### config.mk
export PLATFORM = sky130hd
export DESIGN_NAME = lsu_mem_flat
export DESIGN_NICKNAME = d
export VERILOG_FILES = /design/src/rtl/lsu_mem_pkg.sv /design/src/rtl/lsu_mem_if.sv /design/src/rtl/lsu_load_align.sv /design/src/rtl/lsu_mem.sv /design/src/flat_wrapper.sv
export SDC_FILE = /design/constraint.sdc
export NUM_CORES = 1
export LEC_CHECK = 0
export BUFFER_PORTS_ARGS = -buffer_cell sky130_fd_sc_hd__buf_2
export CAP_MARGIN = 10
export CORE_AREA = 2 2 165 167
export DETAILED_ROUTE_END_ITERATION = 10
export DIE_AREA = 0 0 167 169
export PLACE_DENSITY = 0.75
export SYNTH_ARGS = -nofsm -noshare
export SYNTH_HDL_FRONTEND = slang
export SYNTH_SLANG_ARGS = --single-unit
### constraint.sdc
create_clock -name clk -period 12.8 [get_ports clk]
set_clock_uncertainty 0.1 [all_clocks]
set_input_delay 0 -clock clk [delete_from_list [all_inputs] [get_ports clk]]
set_output_delay 0 -clock clk [all_outputs]
set_load 0.02 [all_outputs]
### src/rtl/lsu_mem_pkg.sv
// Shared definitions for the load/store unit: widths, extension codes,
// FSM encoding and access-size helpers.
package lsu_mem_pkg;

    localparam int LSU_XLEN   = 64;
    localparam int LSU_MASK_W = LSU_XLEN / 8;

    localparam logic [3:0] LSU_EXT_NONE = 4'd0;
    localparam logic [3:0] LSU_EXT_LW   = 4'd1;
    localparam logic [3:0] LSU_EXT_LWU  = 4'd2;
    localparam logic [3:0] LSU_EXT_LD   = 4'd3;
    localparam logic [3:0] LSU_EXT_LH   = 4'd4;
    localparam logic [3:0] LSU_EXT_LHU  = 4'd5;
    localparam logic [3:0] LSU_EXT_LB   = 4'd6;
    localparam logic [3:0] LSU_EXT_LBU  = 4'd7;

    typedef enum logic [1:0] {
        ST_IDLE  = 2'd0,
        ST_ISSUE = 2'd1,
        ST_WAIT  = 2'd2,
        ST_RESP  = 2'd3
    } lsu_state_e;

    // {legal, low-address-bit mask that must be zero}; ext 0 is not a usable load
    function automatic logic [3:0] load_amask(input logic [3:0] ext);
        logic [3:0] r;
        case (ext)
            LSU_EXT_LW, LSU_EXT_LWU: r = 4'b1_011;
            LSU_EXT_LD:              r = 4'b1_111;
            LSU_EXT_LH, LSU_EXT_LHU: r = 4'b1_001;
            LSU_EXT_LB, LSU_EXT_LBU: r = 4'b1_000;
            default:                 r = 4'b0_000;
        endcase
        return r;
    endfunction

    function automatic logic [3:0] store_amask(input logic [LSU_MASK_W-1:0] wmask);
        logic [3:0] cnt;
        logic [3:0] r;
        cnt = 4'd0;
        for (int i = 0; i < LSU_MASK_W; i++) begin
            cnt = cnt + {3'd0, wmask[i]};
        end
        case (cnt)
            4'd1:    r = 4'b1_000;
            4'd2:    r = 4'b1_001;
            4'd4:    r = 4'b1_011;
            4'd8:    r = 4'b1_111;
            default: r = 4'b0_000;
        endcase
        return r;
    endfunction

endpackage

### src/rtl/lsu_mem_if.sv
// Data-memory port of the load/store unit: request channel plus response.
interface lsu_mem_if #(
    parameter int XLEN   = 64,
    parameter int MASK_W = XLEN / 8
);
    logic              mem_req_valid;
    logic              mem_req_ready;
    logic [XLEN-1:0]   mem_addr;
    logic              mem_wen;
    logic [XLEN-1:0]   mem_wdata;
    logic [MASK_W-1:0] mem_wmask;
    logic              mem_resp_valid;
    logic [XLEN-1:0]   mem_rdata;

    modport master (
        output mem_req_valid, mem_addr, mem_wen, mem_wdata, mem_wmask,
        input  mem_req_ready, mem_resp_valid, mem_rdata
    );

    modport slave (
        input  mem_req_valid, mem_addr, mem_wen, mem_wdata, mem_wmask,
        output mem_req_ready, mem_resp_valid, mem_rdata
    );
endinterface

### src/rtl/lsu_load_align.sv
// Extracts the addressed field of an aligned read doubleword and extends it
// according to the load extension code.
module lsu_load_align
    import lsu_mem_pkg::*;
#(
    parameter int XLEN = 64
) (
    input  logic [XLEN-1:0] rdata_i,
    input  logic [2:0]      offset_i,
    input  logic [3:0]      ext_i,
    output logic [XLEN-1:0] data_o
);
    logic [XLEN-1:0] sh_s;

    assign sh_s = rdata_i >> {offset_i, 3'b000};

    // Truncate to the access size, then sign- or zero-extend
    always_comb begin
        data_o = '0;
        case (ext_i)
            LSU_EXT_LW:  data_o = {{(XLEN-32){sh_s[31]}}, sh_s[31:0]};
            LSU_EXT_LWU: data_o = {{(XLEN-32){1'b0}}, sh_s[31:0]};
            LSU_EXT_LD:  data_o = sh_s;
            LSU_EXT_LH:  data_o = {{(XLEN-16){sh_s[15]}}, sh_s[15:0]};
            LSU_EXT_LHU: data_o = {{(XLEN-16){1'b0}}, sh_s[15:0]};
            LSU_EXT_LB:  data_o = {{(XLEN-8){sh_s[7]}}, sh_s[7:0]};
            LSU_EXT_LBU: data_o = {{(XLEN-8){1'b0}}, sh_s[7:0]};
            default:     data_o = '0;
        endcase
    end
endmodule

### src/rtl/lsu_mem.sv
// Load/store unit: one memory operation in flight between execute and
// writeback, aligned 64-bit memory accesses, extended load results.
module lsu_mem
    import lsu_mem_pkg::*;
#(
    parameter int XLEN   = LSU_XLEN,
    parameter int MASK_W = XLEN / 8
) (
    input  logic              clk,
    input  logic              rst,
    input  logic              req_valid,
    output logic              req_ready,
    input  logic              req_load,
    input  logic              req_store,
    input  logic [XLEN-1:0]   req_addr,
    input  logic [XLEN-1:0]   req_wdata,
    input  logic [MASK_W-1:0] req_wmask,
    input  logic [3:0]        req_ext,
    input  logic [4:0]        req_rd,
    lsu_mem_if.master         mem,
    output logic              resp_valid,
    output logic              resp_wen,
    output logic [4:0]        resp_rd,
    output logic [XLEN-1:0]   resp_rdata,
    output logic              resp_err
);
    lsu_state_e        state_q, state_d;
    logic [2:0]        off_q;
    logic [3:0]        ext_q;
    logic [4:0]        rd_q;
    logic              store_q;
    logic [XLEN-1:0]   mem_addr_q, mem_wdata_q;
    logic [MASK_W-1:0] mem_wmask_q;
    logic              mem_wen_q;
    logic              resp_valid_q, resp_wen_q, resp_err_q;
    logic [4:0]        resp_rd_q;
    logic [XLEN-1:0]   resp_rdata_q;

    logic [3:0]        amask_s;
    logic              misalign_s, accept_s, capture_s, err_s;
    logic [XLEN-1:0]   align_s;

    // Store wins when both flags are set, so its size decides alignment
    assign amask_s    = req_store ? store_amask(req_wmask) : load_amask(req_ext);
    assign misalign_s = !amask_s[3] || (|(req_addr[2:0] & amask_s[2:0]));
    assign accept_s   = (state_q == ST_IDLE) && req_valid && (req_load || req_store);

    lsu_load_align #(.XLEN(XLEN)) u_align (
        .rdata_i  (mem.mem_rdata),
        .offset_i (off_q),
        .ext_i    (ext_q),
        .data_o   (align_s)
    );

    // Next-state logic; capture_s marks the cycle the read data is taken
    always_comb begin
        state_d   = state_q;
        capture_s = 1'b0;
        err_s     = 1'b0;
        case (state_q)
            ST_IDLE: begin
                if (accept_s) begin
                    state_d = misalign_s ? ST_RESP : ST_ISSUE;
                    err_s   = misalign_s;
                end else begin
                    state_d = ST_IDLE;
                end
            end
            ST_ISSUE: begin
                if (mem.mem_req_ready && mem.mem_resp_valid) begin
                    state_d   = ST_RESP;
                    capture_s = 1'b1;
                end else if (mem.mem_req_ready) begin
                    state_d = ST_WAIT;
                end else begin
                    state_d = ST_ISSUE;
                end
            end
            ST_WAIT: begin
                if (mem.mem_resp_valid) begin
                    state_d   = ST_RESP;
                    capture_s = 1'b1;
                end else begin
                    state_d = ST_WAIT;
                end
            end
            ST_RESP: state_d = ST_IDLE;
            default: state_d = ST_IDLE;
        endcase
    end

    // State, request latch and registered response
    always_ff @(posedge clk or posedge rst) begin
        if (rst) begin
            state_q      <= ST_IDLE;
            off_q        <= 3'd0;
            ext_q        <= 4'd0;
            rd_q         <= 5'd0;
            store_q      <= 1'b0;
            mem_addr_q   <= '0;
            mem_wdata_q  <= '0;
            mem_wmask_q  <= '0;
            mem_wen_q    <= 1'b0;
            resp_valid_q <= 1'b0;
            resp_wen_q   <= 1'b0;
            resp_err_q   <= 1'b0;
            resp_rd_q    <= 5'd0;
            resp_rdata_q <= '0;
        end else begin
            state_q <= state_d;
            if (accept_s) begin
                off_q       <= req_addr[2:0];
                ext_q       <= req_ext;
                rd_q        <= req_rd;
                store_q     <= req_store;
                mem_addr_q  <= {req_addr[XLEN-1:3], 3'b000};
                mem_wen_q   <= req_store;
                mem_wdata_q <= req_store ? (req_wdata << {req_addr[2:0], 3'b000}) : '0;
                mem_wmask_q <= req_store ? (req_wmask << req_addr[2:0]) : '0;
            end
            if (state_d == ST_RESP) begin
                resp_valid_q <= 1'b1;
                resp_err_q   <= err_s;
                resp_wen_q   <= capture_s && !store_q && (rd_q != 5'd0);
                resp_rd_q    <= (capture_s && !store_q) ? rd_q : 5'd0;
                resp_rdata_q <= (capture_s && !store_q) ? align_s : '0;
            end else begin
                resp_valid_q <= 1'b0;
                resp_err_q   <= 1'b0;
                resp_wen_q   <= 1'b0;
                resp_rd_q    <= 5'd0;
                resp_rdata_q <= '0;
            end
        end
    end

    assign req_ready         = (state_q == ST_IDLE);
    assign mem.mem_req_valid = (state_q == ST_ISSUE);
    assign mem.mem_addr      = mem_addr_q;
    assign mem.mem_wen       = mem_wen_q;
    assign mem.mem_wdata     = mem_wdata_q;
    assign mem.mem_wmask     = mem_wmask_q;

    assign resp_valid = resp_valid_q;
    assign resp_wen   = resp_wen_q;
    assign resp_rd    = resp_rd_q;
    assign resp_rdata = resp_rdata_q;
    assign resp_err   = resp_err_q;
endmodule

### src/flat_wrapper.sv
// flat-port wrapper written by rule: the top's interface ports become plain ports
module lsu_mem_flat import lsu_mem_pkg::*;
#(
    parameter int XLEN   = LSU_XLEN,
    parameter int MASK_W = XLEN / 8
)
  (clk, rst, req_valid, req_ready, req_load, req_store, req_addr, req_wdata, req_wmask, req_ext, req_rd, resp_valid, resp_wen, resp_rd, resp_rdata, resp_err, mem_mem_req_valid, mem_mem_addr, mem_mem_wen, mem_mem_wdata, mem_mem_wmask, mem_mem_req_ready, mem_mem_resp_valid, mem_mem_rdata);
  lsu_mem_if #(.XLEN(XLEN), .MASK_W(MASK_W)) mem_i ();
  input  logic clk;
  input  logic rst;
  input  logic req_valid;
  output logic req_ready;
  input  logic req_load;
  input  logic req_store;
  input  logic [XLEN-1:0] req_addr;
  input  logic [XLEN-1:0] req_wdata;
  input  logic [MASK_W-1:0] req_wmask;
  input  logic [3:0] req_ext;
  input  logic [4:0] req_rd;
  output logic resp_valid;
  output logic resp_wen;
  output logic [4:0] resp_rd;
  output logic [XLEN-1:0] resp_rdata;
  output logic resp_err;
  output wire logic [$bits(mem_i.mem_req_valid)-1:0] mem_mem_req_valid;
  output wire logic [$bits(mem_i.mem_addr)-1:0] mem_mem_addr;
  output wire logic [$bits(mem_i.mem_wen)-1:0] mem_mem_wen;
  output wire logic [$bits(mem_i.mem_wdata)-1:0] mem_mem_wdata;
  output wire logic [$bits(mem_i.mem_wmask)-1:0] mem_mem_wmask;
  input wire logic [$bits(mem_i.mem_req_ready)-1:0] mem_mem_req_ready;
  input wire logic [$bits(mem_i.mem_resp_valid)-1:0] mem_mem_resp_valid;
  input wire logic [$bits(mem_i.mem_rdata)-1:0] mem_mem_rdata;
  assign mem_mem_req_valid = mem_i.mem_req_valid;
  assign mem_mem_addr = mem_i.mem_addr;
  assign mem_mem_wen = mem_i.mem_wen;
  assign mem_mem_wdata = mem_i.mem_wdata;
  assign mem_mem_wmask = mem_i.mem_wmask;
  assign mem_i.mem_req_ready = mem_mem_req_ready;
  assign mem_i.mem_resp_valid = mem_mem_resp_valid;
  assign mem_i.mem_rdata = mem_mem_rdata;
  lsu_mem #(.XLEN(XLEN), .MASK_W(MASK_W)) u_core (.clk(clk), .rst(rst), .req_valid(req_valid), .req_ready(req_ready), .req_load(req_load), .req_store(req_store), .req_addr(req_addr), .req_wdata(req_wdata), .req_wmask(req_wmask), .req_ext(req_ext), .req_rd(req_rd), .mem(mem_i), .resp_valid(resp_valid), .resp_wen(resp_wen), .resp_rd(resp_rd), .resp_rdata(resp_rdata), .resp_err(resp_err));
endmodule
-- After elaboration in Yosys (flattened, before gate mapping)
Index checks and enable logic that the tools add are counted.
- flip-flop bits (word level): 220
- $add $sub $neg: 7
- equal/unequal tests: 22
- shift operators: 3
- mux-type cells: 24
- bitwise logic cells: 1
- reductions and logical operators: 15
- operator list (cell ; count):
    one-hot mux 64 bit (7 select lines) ; 1
    two-way mux 64 bit ; 3
    left shift 64 x 6 -> 64 bit ; 1
    >> shifter 64 x 6 -> 64 bit ; 1
    == test 4 x 3 -> 1 bit (second input constant) ; 9
    one-hot mux 4 bit (4 select lines) ; 2
    adder 4 x 1 -> 4 bit ; 6
    == test 4 x 2 -> 1 bit (second input constant) ; 5
    == test 4 x 1 -> 1 bit (second input constant) ; 3
    two-way mux 5 bit ; 2
    two-way mux 1 bit ; 8
    two-way mux 2 bit ; 4
    two-way mux 8 bit ; 1
    one-hot mux 2 bit (4 select lines) ; 1
    left shift 8 x 3 -> 8 bit ; 1
    == test 2 bit (second input constant) ; 3
    OR reduction 2 bit ; 3
    logical AND 1 bit ; 5
    nonzero test 5 bit ; 1
    == test 4 bit (second input constant) ; 1
    two-way mux 4 bit ; 1
    bitwise AND 3 bit ; 1
    OR reduction 3 bit ; 1
    adder 1 x 1 -> 2 bit ; 1
    other kinds (5) ; 7

-- Longest topological paths before layout
Gate-level depths: netlist (run 1).
- word-level depth: 18
- mapped depth: 14

-- Cells and area by module
Synthesis (run 1) repeated with hierarchy kept, for this count alone.
- cells, all modules: 1099
- area, all modules: 12315.6 um^2
- by module, submodules not included (module ; instances ; cells an instance ; area each (um^2) ; sequential area each (um^2)):
    lsu_mem ; 1 ; 779 ; 9924.5 ; 5505.3
    lsu_load_align ; 1 ; 320 ; 2391.0 ; 0.0

-- Worst setup path before layout (run 1)
No wires, ideal clock.
- path kind: input -> register
- from: input req_wmask[0]
- to: register u_core.resp_rdata_q[18], in the netlist u_core.resp_rdata[18]
- setup time: 141 ps
- data arrival time: 3457 ps
- slack: 9102 ps
- stages on the path: 13
- buffers on the path: 1
- cell sequence: ha_1 > inv_1 > fa_1 > fa_1 > fa_1 > inv_1 > fa_1 > or3_1 > nand3_1 > a21oi_1 > nor3_2 > clkbuf_1 > nor3b_1
- word-level cells in the longest chain between the ends: 18
- elaborated cells on any way between the ends: 22
- classes of those cells: add/sub (7); eq/ne (5); mux (6); bitwise (1); reduce/logical (3)
- ends and longest elaborated chain (item ; line ; source):
    start: declaration ; flat_wrapper.sv:17 ; input logic [MASK_W-1:0] req_wmask;
    adder 1 x 1 -> 2 bit * ; lsu_mem_pkg.sv:42 ; cnt = cnt + {3'd0, wmask[i]};
    adder 4 x 1 -> 4 bit * (6 in a row) ; lsu_mem_pkg.sv:42 ;
    == test 4 bit, or another cell as far along ; lsu_mem_pkg.sv:44 ; case (cnt)
    one-hot mux 4 bit (4 select lines) * ; lsu_mem_pkg.sv:44 ;
    two-way mux 4 bit * ; lsu_mem.sv:44 ; assign amask_s = req_store ? store_amask(req_wmask) : load_amask(req_ext);
    bitwise AND 3 bit ; lsu_mem.sv:45 ; assign misalign_s = !amask_s[3] || (|(req_addr[2:0] & amask_s[2:0]));
    OR reduction 3 bit ; lsu_mem.sv:45 ;
    logical OR 1 bit * ; lsu_mem.sv:45 ;
    two-way mux 2 bit * ; lsu_mem.sv:63 ; state_d = misalign_s ? ST_RESP : ST_ISSUE;
    two-way mux 2 bit * ; lsu_mem.sv:62 ; if (accept_s) begin
    one-hot mux 2 bit (4 select lines) * ; lsu_mem.sv:60 ; case (state_q)
    == test 2 bit * ; lsu_mem.sv:121 ; if (state_d == ST_RESP) begin
    two-way mux 64 bit * ; lsu_mem.sv:121 ;
    end signal: assignment ; lsu_mem.sv:126 ; resp_rdata_q <= (capture_s && !store_q) ? align_s : '0;
    end: declaration ; lsu_mem.sv:37 ; logic [XLEN-1:0] resp_rdata_q;
Mark *: on every way between the ends. The rest lies on a longest branch, timed or not.
A chain may end at the register's enable or synchronous reset.

-- Worst setup path after layout (run 1)
- from: input req_wmask[0]
- to: register u_core.resp_rdata_q[1], in the netlist u_core.resp_rdata[1]
The elaborated chain is that of the path after synthesis.

==> impl_metrics.ini, run 1 <==
[synth]
synth-simple-area-share_pct = 19.3
synth.ff_latch_count = 220
synth.avg_cell_area_um2 = 9.20
netlist_area_um2 = 12000
ys_async_sr_fraction_pct = 100
synthAdderAreaFrac_pct = 1.29
synth_edf_count = 0
synth_area_leaders = dfrtp_1 (46%), nand2_1 (9.4%), mux2i_1 (8.0%), mux4_2 (4.5%), nor2_1 (3.6%)
yosys.cell_types.count = 55
yosysTopAreaCell = dfrtp_1
ys_seq_area_share_pct = 45.9
synth_xor_area_share_pct = 0.146
syn-instance-count = 1305
yosysTopAreaCellShare_pct = 45.9
synth_mux_area_share_pct = 14.8
synth_warnings = 0
synth_top_family_by_area = simple AND/OR/NAND/NOR gates
yosys_most_used_dff = dfrtp_1
synth_compound_area_share_pct = 14.3

[clock_tree]
clkTransAtPathRegs_ns = 0.06
htree_levels = 1
cts_buffers = 25
cts_tree = yes
cts.path.max_buffers = 3
cts_sinks = 220
root_buffer = clkbuf_16
clk_latency_ns = 0.54

[route]
routed_wl_um = 46900
drtIter0Drc = 1465
viasPerCell = 5.72
post-route-drc-count = 0
vias = 12828
wl_per_cell_um = 20.9
first_pass_iters = 6
ant_nets = 0

[power_and_ir_drop]
ir_worst_vdd_uv = 124
total_leakage_power_uw = 0.00880
powerDensity_nw_per_um2 = 193
finalPower_uw = 3330

[global_routing]
grt_first_pass_wirelength_um = 71500
grt_pass1_vias = 12987
grt_usage_pct = 32.0
antenna_found_initial = 2
grt_overflow = 0
grt_max_degree = 89

[floorplanning]
die_y_um = 169
dieArea_um2 = 28200
design.core.area_um2 = 26500
io_pins = 427
die_w_um = 167
start_util_pct = 45.3
row_count = 60

[timing]
max_freq_mhz = 227
tightest_slew_ns = 1.09
rsz0062_at_grt = no
period_needed_ns = 4.40
period_share_pct = 34.4
worst_slack_ns = 8.40
hold_violations = 0
hold_ws_ns = 0.0137
fin_tns_setup_ns = 0
relSlewSlack_pct = 26.5
setup-violations-final = 0
slew_viol_final = 0

[placed_design]
post_dp_cell_area_um2 = 14200
gp_congestion = 0.950
pre_cts_ws_ns = 8.41
dp_hpwl_um = 29700
portBuffers = 423

[worst_hold_path]
min_path_type = in -> reg

[worst_setup_path]
required_ns = 13.12
critPathCaptureType = register
cp_max_fo = 71
start_kind = input pin
crit_arrival_ns = 4.72
critical_path_class = in -> reg

[finish]
final_nets = 2106
area_growth_pct = 43.6
drive_gt1_share_pct = 29.1
fillCellCount = 2051
fin_area_um2 = 17200

[outcome]
outcome = complete, no violations

[flow_run]
cap_violations = 0
==> layout by cell type, fill, tap and decap left out, types with 8 or more instances in the layout <==
master and count:
mux2_2 24, a211oi_1 29, nor2b_1 13, o211ai_1 10, and3b_1 8, nor3b_1 12, nand2b_1 24, o21ai_0 84
buf_2 422, a22o_1 36, clkbuf_16 25, a21oi_1 57, mux4_2 24, nor3b_2 8, inv_1 14, nor2_1 113
dlygate4sd3_1 214, o22ai_1 10, mux2i_1 96, dfrtp_1 218, buf_4 17, o21ai_1 34, nand2_1 302, nor3_1 10
nand3_1 14
==> cell type report <==
class | count | area (um2) | share of cell area (%)
multi-input combinational | 965 | 6000 | 34.8
sequential | 220 | 5510 | 31.9
timing repair buffer | 653 | 4380 | 25.4
clock buffer | 32 | 702 | 4.07
tap | 341 | 427 | 2.47
clock inverter | 14 | 145 | 0.842
inverter | 15 | 63.8 | 0.370
antenna | 4 | 10.0 | 0.0581
==> sequential cells by signal, indices dropped and copies added (netlist names) <==
| register | cells |
|---|---|
| u_core.mem.mem_wdata | 64 |
| u_core.resp_rdata | 64 |
| u_core.mem.mem_addr | 61 |
| u_core.mem.mem_wmask | 8 |
| u_core.rd_q | 5 |
| u_core.resp_rd | 5 |
| u_core.ext_q | 4 |
| u_core.off_q | 3 |
| u_core.state_q | 2 |
| u_core.resp_err | 1 |
| u_core.resp_valid | 1 |
| u_core.resp_wen | 1 |
| u_core.store_q | 1 |
==> repair_timing <==
item                                    4_1_cts  5_1_grt
hold buffers                                214        0
endpoints found under the hold margin       273        0
buffers inserted                              0        0
endpoints found under the setup margin        0        0
gates resized for setup                       0        0
==> power by group <==
group	total (uW)	switching (uW)	internal (uW)
clock network	741	311	431
registers	1030	144	888
logic	1550	964	591
total	3330	1420	1910
==> final timing paths <==
kind	cells after the start	startpoint	end	slack, ns
max	15	req_wmask[0]	u_core.resp_rdata[1]	8.40
min reg2reg	2	u_core.mem.mem_addr[25]	u_core.mem.mem_addr[25]	0.37
min in group asynchronous	4	rst	u_core.resp_valid	0.58
max reg2reg	7	u_core.off_q[1]	u_core.resp_rdata[5]	9.14
max in group asynchronous	5	rst	u_core.mem.mem_wdata[50]	10.62
min	5	req_wmask[3]	u_core.mem.mem_wmask[4]	0.01
==> logic make-up after synthesis <==
family	after synthesis
and+or+nand+nor	527
AOI/OAI and AO/OA	279
DFF	220
muxes	144
buffers and inverters	122
adders and majority gates	10
xor gates and xnor gates	2
other	1
==> synthesized netlist by cell type (3+ instances only) <==
master and instances:
a211oi_1 29, a21oi_1 57, a22o_1 36, a31oi_1 7, and2_0 7, and3b_1 8, buf_1 13, buf_2 10
buf_4 5, buf_6 4, clkbuf_1 75, dfrtp_1 220, fa_1 4, ha_1 6, inv_1 15, mux2_2 24
mux2i_1 96, mux4_2 24, nand2_1 302, nand2b_1 24, nand3_1 14, nor2_1 114, nor2b_1 13, nor3_1 10
nor3b_1 13, nor3b_2 7, o211a_1 3, o211ai_1 10, o21ai_0 84, o21ai_1 34, o22ai_1 10
==> critical path, stage by stage <==
cell and delay [ns]:
dlygate4sd3_1 0.53, buf_2 0.21, ha_1 0.31, inv_1 0.04, fa_1 0.50, fa_1 0.43
fa_1 0.39, inv_1 0.09, fa_1 0.47, or3_1 0.45, nand3_1 0.11, a21oi_1 0.12
nor3_4 0.18, buf_4 0.61, and3b_1 0.26
==> stage by stage <==
step,utilization (%),instances
finish,65.1,2244
global route,65.0,2242
CTS,65.0,2240
detailed placement,53.7,1980
global placement,53.7,1980
floorplan,-,1307
==> routing by layer <==
layer / wire [um] / GRT usage [%] / share of wire, %
met5: 0 / 0 / 0
met1: 16300 / 36.5 / 35
met3: 4250 / 6.76 / 9.1
met4: 3030 / 18.9 / 6.5
met2: 23300 / 55.5 / 50
No activity file was read; power rests on OpenSTA's default activity.
==> run 2: changes to the inputs <==
--- a/config.mk
+++ b/config.mk
@@ -7,10 +7,10 @@
 export LEC_CHECK = 0
 export BUFFER_PORTS_ARGS = -buffer_cell sky130_fd_sc_hd__buf_2
 export CAP_MARGIN = 10
-export CORE_AREA = 2 2 165 167
+export CORE_MARGIN = 2
+export CORE_UTILIZATION = 46
 export DETAILED_ROUTE_END_ITERATION = 10
-export DIE_AREA = 0 0 167 169
-export PLACE_DENSITY = 0.75
+export PLACE_DENSITY = 0.79
 export SYNTH_ARGS = -nofsm -noshare
 export SYNTH_HDL_FRONTEND = slang
 export SYNTH_SLANG_ARGS = --single-unit
==> constraint.sdc (replaced) <==
create_clock -name clk -period 3.85 [get_ports clk]
set_clock_uncertainty 0.1 [all_clocks]
set_input_delay 0 -clock clk [delete_from_list [all_inputs] [get_ports clk]]
set_output_delay 0 -clock clk [all_outputs]
set_load 0.02 [all_outputs]
==> run 2 against run 1 <==
The flow now finishes with violations (negative hold slack); via count increased by 0.51%; largest cell class unchanged; first-iteration DRC count increased by 13%; sequential share of layout area increased by 0.060 points; critical path depth decreased by 1; die area decreased by 2.9%; critical path type unchanged; non-clock buffer count decreased by 6; combinational power increased to 3.4 times the previous value; register-to-register slack got worse by 8.9 ns; routed wire length increased by 3.7%; clock-buffer cell count increased by 3; final cell count decreased by 0.62%.
==> impl_metrics.ini, run 2 (synthesis results as in run 1) <==
[clock_tree]
cts_tree = yes
clk_latency_ns = 0.53
clkTransAtPathRegs_ns = 0.07
cts_sinks = 220
cts_buffers = 25
htree_levels = 1
root_buffer = clkbuf_16
cts.path.max_buffers = 3
cts_setup_buffers = 0

[finish]
most-common-layout-cells = buf_2 (422), nand2_1 (302), dfrtp_1 (218)
fin_area_um2 = 17200
final_nets = 2100
final_util_pct = 66.6
mostFrequentLayoutCell = buf_2
drive_gt1_share_pct = 29.5
area_growth_pct = 43.3

[floorplanning]
die_w_um = 166
dieArea_um2 = 27400
io_pins = 427
die_y_um = 166
row_count = 59
start_util_pct = 46.5
design.core.area_um2 = 25800

[worst_hold_path]
min_path_type = in -> reg
hp-start = req_wdata[37]

[timing]
tightest_slew_ns = 1.41
relSlewSlack_pct = 5.39
period_needed_ns = 3.72
hold_violations = 1
slew_viol_final = 0
hold_ws_ns = -0.00356
worst_slack_ns = 0.134
max_freq_mhz = 269
rsz0062_at_grt = no
setup-violations-final = 0
period_share_pct = 96.5
fin_tns_setup_ns = 0

[worst_setup_path]
r2r_start = u_core.off_q[1]
worst_path_largest_cell_delay_ns = 0.55
critPathCaptureType = register
crit_start = req_wmask[2]
cp_cell_sequence = dlygate4sd3_1 > buf_2 > inv_1 > fa_1 > fa_1 > fa_1 > inv_1 > fa_1 > or3_1 > o211a_1 > a21oi_2 > nor3_4 > buf_12 > nor3b_1
crit_arrival_ns = 4.05
required_ns = 4.19
critical_path_class = in -> reg
start_kind = input pin
cp_max_fo = 48
cp_common_cell = fa_1
slowest_stage = fa_1

[outcome]
outcome = finished with violations
failed_checks = negative hold slack

[global_routing]
grt_pass1_vias = 12915
antenna_found_initial = 2
grt_max_degree = 121
grt_usage_pct = 34.1
grt_overflow = 0
grt_first_pass_wirelength_um = 71600

[route]
post-route-drc-count = 0
drtIter0Drc = 1658
wl_per_cell_um = 21.8
first_pass_iters = 5
vias = 12894
viasPerCell = 5.78
ant_nets = 0
routed_wl_um = 48700

[power_and_ir_drop]
ir_worst_vdd_uv = 578
total_leakage_power_uw = 0.00880
powerDensity_nw_per_um2 = 646

[placed_design]
gp_congestion = 0.958
post_dp_cell_area_um2 = 14400
dp_hpwl_um = 30500
pre_cts_ws_ns = -0.200
portBuffers = 423

[flow_run]
cap_violations = 0
==> run 2: final timing paths <==
check	to	slack [ns]	cells past startpoint
min in group asynchronous	u_core.mem.mem_wmask[7]	0.05	4
hold reg to reg	u_core.mem.mem_addr[35]	0.37	2
hold / removal	u_core.mem.mem_wdata[53]	-0.004	5
setup reg to reg	u_core.resp_rdata[2]	0.22	8
max in group asynchronous	u_core.resp_rdata[27]	2.98	4
setup / recovery	u_core.resp_rdata[17]	0.13	14
==> run 2: repair_timing <==
item,in CTS,in global routing
resized for setup,0,2
hold buffers,198,0
setup endpoints to repair,0,7
endpoints found under the hold margin,421,0
==> run 2: per-stage QoR <==
step,hold WS [ns],total power [uW],std cells
2_1_floorplan,0.00544,6590,1307
3_3_place_gp,0.0896,8050,1984
3_5_place_dp,0.0920,8150,1984
4_1_cts,0.000210,10900,2228
5_1_grt,0.0256,11700,2229
6_report,-0.00356,11100,2230
==> run 2: layout make-up <==
type                       count  area, um2
clock buffer                  35        713
timing repair buffer         647       4360
tap                          335        419
antenna                        2       5.00
fill                        1921       8630
clock inverter                11        135
sequential                   220       5510
multi-input combinational    965       6000
inverter                      15       60.1
==> run 2: routing by layer <==
| layer | track usage [%] | up-vias | wire length [um] |
|---|---|---|---|
| met5 | 0 | - | 0 |
| met4 | 21.9 | 0 | 3540 |
| met3 | 8.82 | 256 | 4720 |
| met2 | 58.2 | 918 | 23900 |
| met1 | 37.9 | 6080 | 16500 |
| li1 | - | 5640 | - |
==> run 2: worst max-delay path: cells and delay by family <==
kind / cells / cell delay, ns
adders and majority gates: 4 / 1.77
buffers and inverters: 5 / 1.00
and+or+nand+nor: 3 / 0.78
AOI/OAI and AO/OA: 2 / 0.46
==> run 2: where the power goes <==
| group | internal, uW | switching [uW] |
|---|---|---|
| clock network | 1440 | 1030 |
| registers | 2950 | 482 |
| logic | 1940 | 3270 |
| total | 6340 | 4780 |
==> run 3: changes to the inputs <==
--- a/config.mk
+++ b/config.mk
@@ -11,6 +11,7 @@
 export CORE_UTILIZATION = 46
 export DETAILED_ROUTE_END_ITERATION = 10
 export PLACE_DENSITY = 0.79
+export REMOVE_ABC_BUFFERS = 1
 export SYNTH_ARGS = -nofsm -noshare
 export SYNTH_HDL_FRONTEND = slang
 export SYNTH_SLANG_ARGS = --single-unit
==> run 3 against run 2 <==
The flow still finishes with violations (negative hold slack); die area unchanged; sequential cell count unchanged; final area grew 0.44%; combinational power hardly changed; sequential share of layout area decreased by 0.14 points; setup slack worse by 0.028 ns; critical endpoint is now u_core.resp_rdata[2]; largest power group unchanged; highest routed layer unchanged.
==> impl_metrics.ini, run 3 (synthesis results as in run 1) <==
[global_routing]
grt_overflow = 0
antenna_found_initial = 2
grt_pass1_vias = 13040
grt_first_pass_wirelength_um = 69500
grt_max_degree = 116
grt_usage_pct = 32.7

[worst_setup_path]
r2r_cells = 7
r2r_start = u_core.off_q[1]
cp_cell_sequence = dlygate4sd3_1 > buf_2 > inv_1 > fa_1 > fa_1 > fa_2 > inv_1 > fa_1 > buf_4 > nand2b_1 > o221a_2 > nor3_4 > buf_12 > buf_12 > and3b_1
cp_num_cells = 15
required_ns = 4.16
critPathCaptureType = register
critical_path_class = in -> reg
cp_max_fo = 32
crit_arrival_ns = 4.05
rr_endpoint = u_core.resp_rdata[5]
cp-endpoint = u_core.resp_rdata[2]
r2r_slack_ns = 0.23
critPathBufInv = 7
cp_common_cell = fa_1
crit_start = req_wmask[2]
start_kind = input pin
worst_path_largest_cell_delay_ns = 0.56
slowest_stage = fa_1
critPathTopFamily = adder cells

[timing]
period_needed_ns = 3.74
worst_slack_ns = 0.106
hold_ws_ns = -0.00135
tightest_slew_ns = 1.06
setup-violations-final = 0
period_share_pct = 97.3
hold_violations = 1
slew_viol_final = 0
max_freq_mhz = 267
relSlewSlack_pct = 29.0

[clock_tree]
root_buffer = clkbuf_16
cts.path.max_buffers = 3
clkTransAtPathRegs_ns = 0.06
clk_latency_ns = 0.52
cts_sinks = 220
cts_buffers = 24
htree_levels = 1
cts_tree = yes

[route]
m1WireLength_um = 16100
first_pass_iters = 5
met3_wirelength_um = 5220
viasPerCell = 5.81
highest_layer = met4
vias = 12981
post-route-drc-count = 0
ant_nets = 0
drtIter0Drc = 1287
routed_wl_um = 46600
wl_per_cell_um = 20.8
wl_met2_um = 22100

[placed_design]
pre_cts_ws_ns = -0.0787
dp_hpwl_um = 27700
gp_congestion = 0.890
post_dp_cell_area_um2 = 14400
portBuffers = 423
dp_cells = 1989

[power_and_ir_drop]
p_sw_uw = 4730
sw_frac_of_total_pct = 42.2
total_leakage_power_uw = 0.00883
p_clk_share_pct = 22.2
powerDensity_nw_per_um2 = 647
seqPwrFrac_pct = 31.3
ir_worst_vdd_uv = 601
intPower_uw = 6460
p_comb_share_pct = 46.5

[floorplanning]
io_pins = 427
dieArea_um2 = 27400
die_w_um = 166
row_count = 59
start_util_pct = 46.5
design.core.area_um2 = 25800
die_y_um = 166

[outcome]
failed_checks = negative hold slack
outcome = finished with violations

[finish]
area_growth_pct = 43.9
most-common-layout-cells = buf_2 (422), nand2_1 (302), dfrtp_1 (218)
mostFrequentLayoutCell = buf_2
final_nets = 2105
final_util_pct = 66.9
fin_area_um2 = 17300
final_cells = 2235
drive_gt1_share_pct = 30.0

[worst_hold_path]
min_path_type = in -> reg
hold_depth = 5

[flow_run]
cap_violations = 0
-- run 3: changes by cell type in the layout (fill, tap and decap cells not counted), sizes merged --
cell,before,now
clkbuf,35,38
buf,449,455
clkinv,6,2
dlygate4sd3,198,197
inv,17,15
bufinv,2,3
diode,2,4
-- run 3: cell type report --
cell class,instances,area [um2]
diodes,4,10.0
clock buffers,37,741
clock inverters,6,108
fillers,1838,8550
inverters,15,63.8
multi-input cells,965,6040
flip-flops and latches,220,5510
well taps,335,419
repair buffers,653,4390
-- run 3: worst min-delay path by stage --
stage | from | endpoint
after floorplan | req_ext[0] | u_core.ext_q[0]
after global placement | req_addr[60] | u_core.mem.mem_addr[60]
after detailed placement | req_addr[26] | u_core.mem.mem_addr[26]
after CTS | mem_mem_rdata[45] | u_core.resp_rdata[45]
after global routing | mem_mem_rdata[12] | u_core.resp_rdata[4]
final | req_wmask[4] | u_core.mem.mem_wmask[6]
-- run 3: power groups by stage --
| stage | registers [uW] | logic (uW) | clock network (uW) |
|---|---|---|---|
| after floorplan | 4240 | 2230 | 0 |
| after global placement | 3460 | 4520 | 0 |
| after detailed placement | 3480 | 4640 | 0 |
| after CTS | 3460 | 4930 | 2510 |
| after global routing | 3580 | 5590 | 2600 |
| final | 3500 | 5200 | 2480 |
-- run 3: repair_timing --
action	CTS	global route
endpoints found under the hold margin	308	0
gates resized for setup	0	9
setup endpoints to repair	0	45
buffers inserted	0	1
hold buffers	197	0
-- run 3: tightest hold or removal path, cell delays in order --
cell and delay [ns]:
buf_2 0.10, a211oi_1 0.07, a211oi_1 0.21, a21oi_1 0.06
o21ai_0 0.14
-- run 3: metal layers --
layer  vias up  global-route usage (%)
li1       5637                       -
met1      6147                    37.4
met2       947                    53.9
met3       250                    9.47
met4         0                    20.8
met5         -                       0
-- run 3: stage by stage --
stage,setup TNS [ns],total power (uW)
after global routing,-0.0368,11800
after detailed placement,-0.880,8120
final,0,11200
after global placement,-0.0127,7980
after CTS,0,10900
after floorplan,-865.38,6470
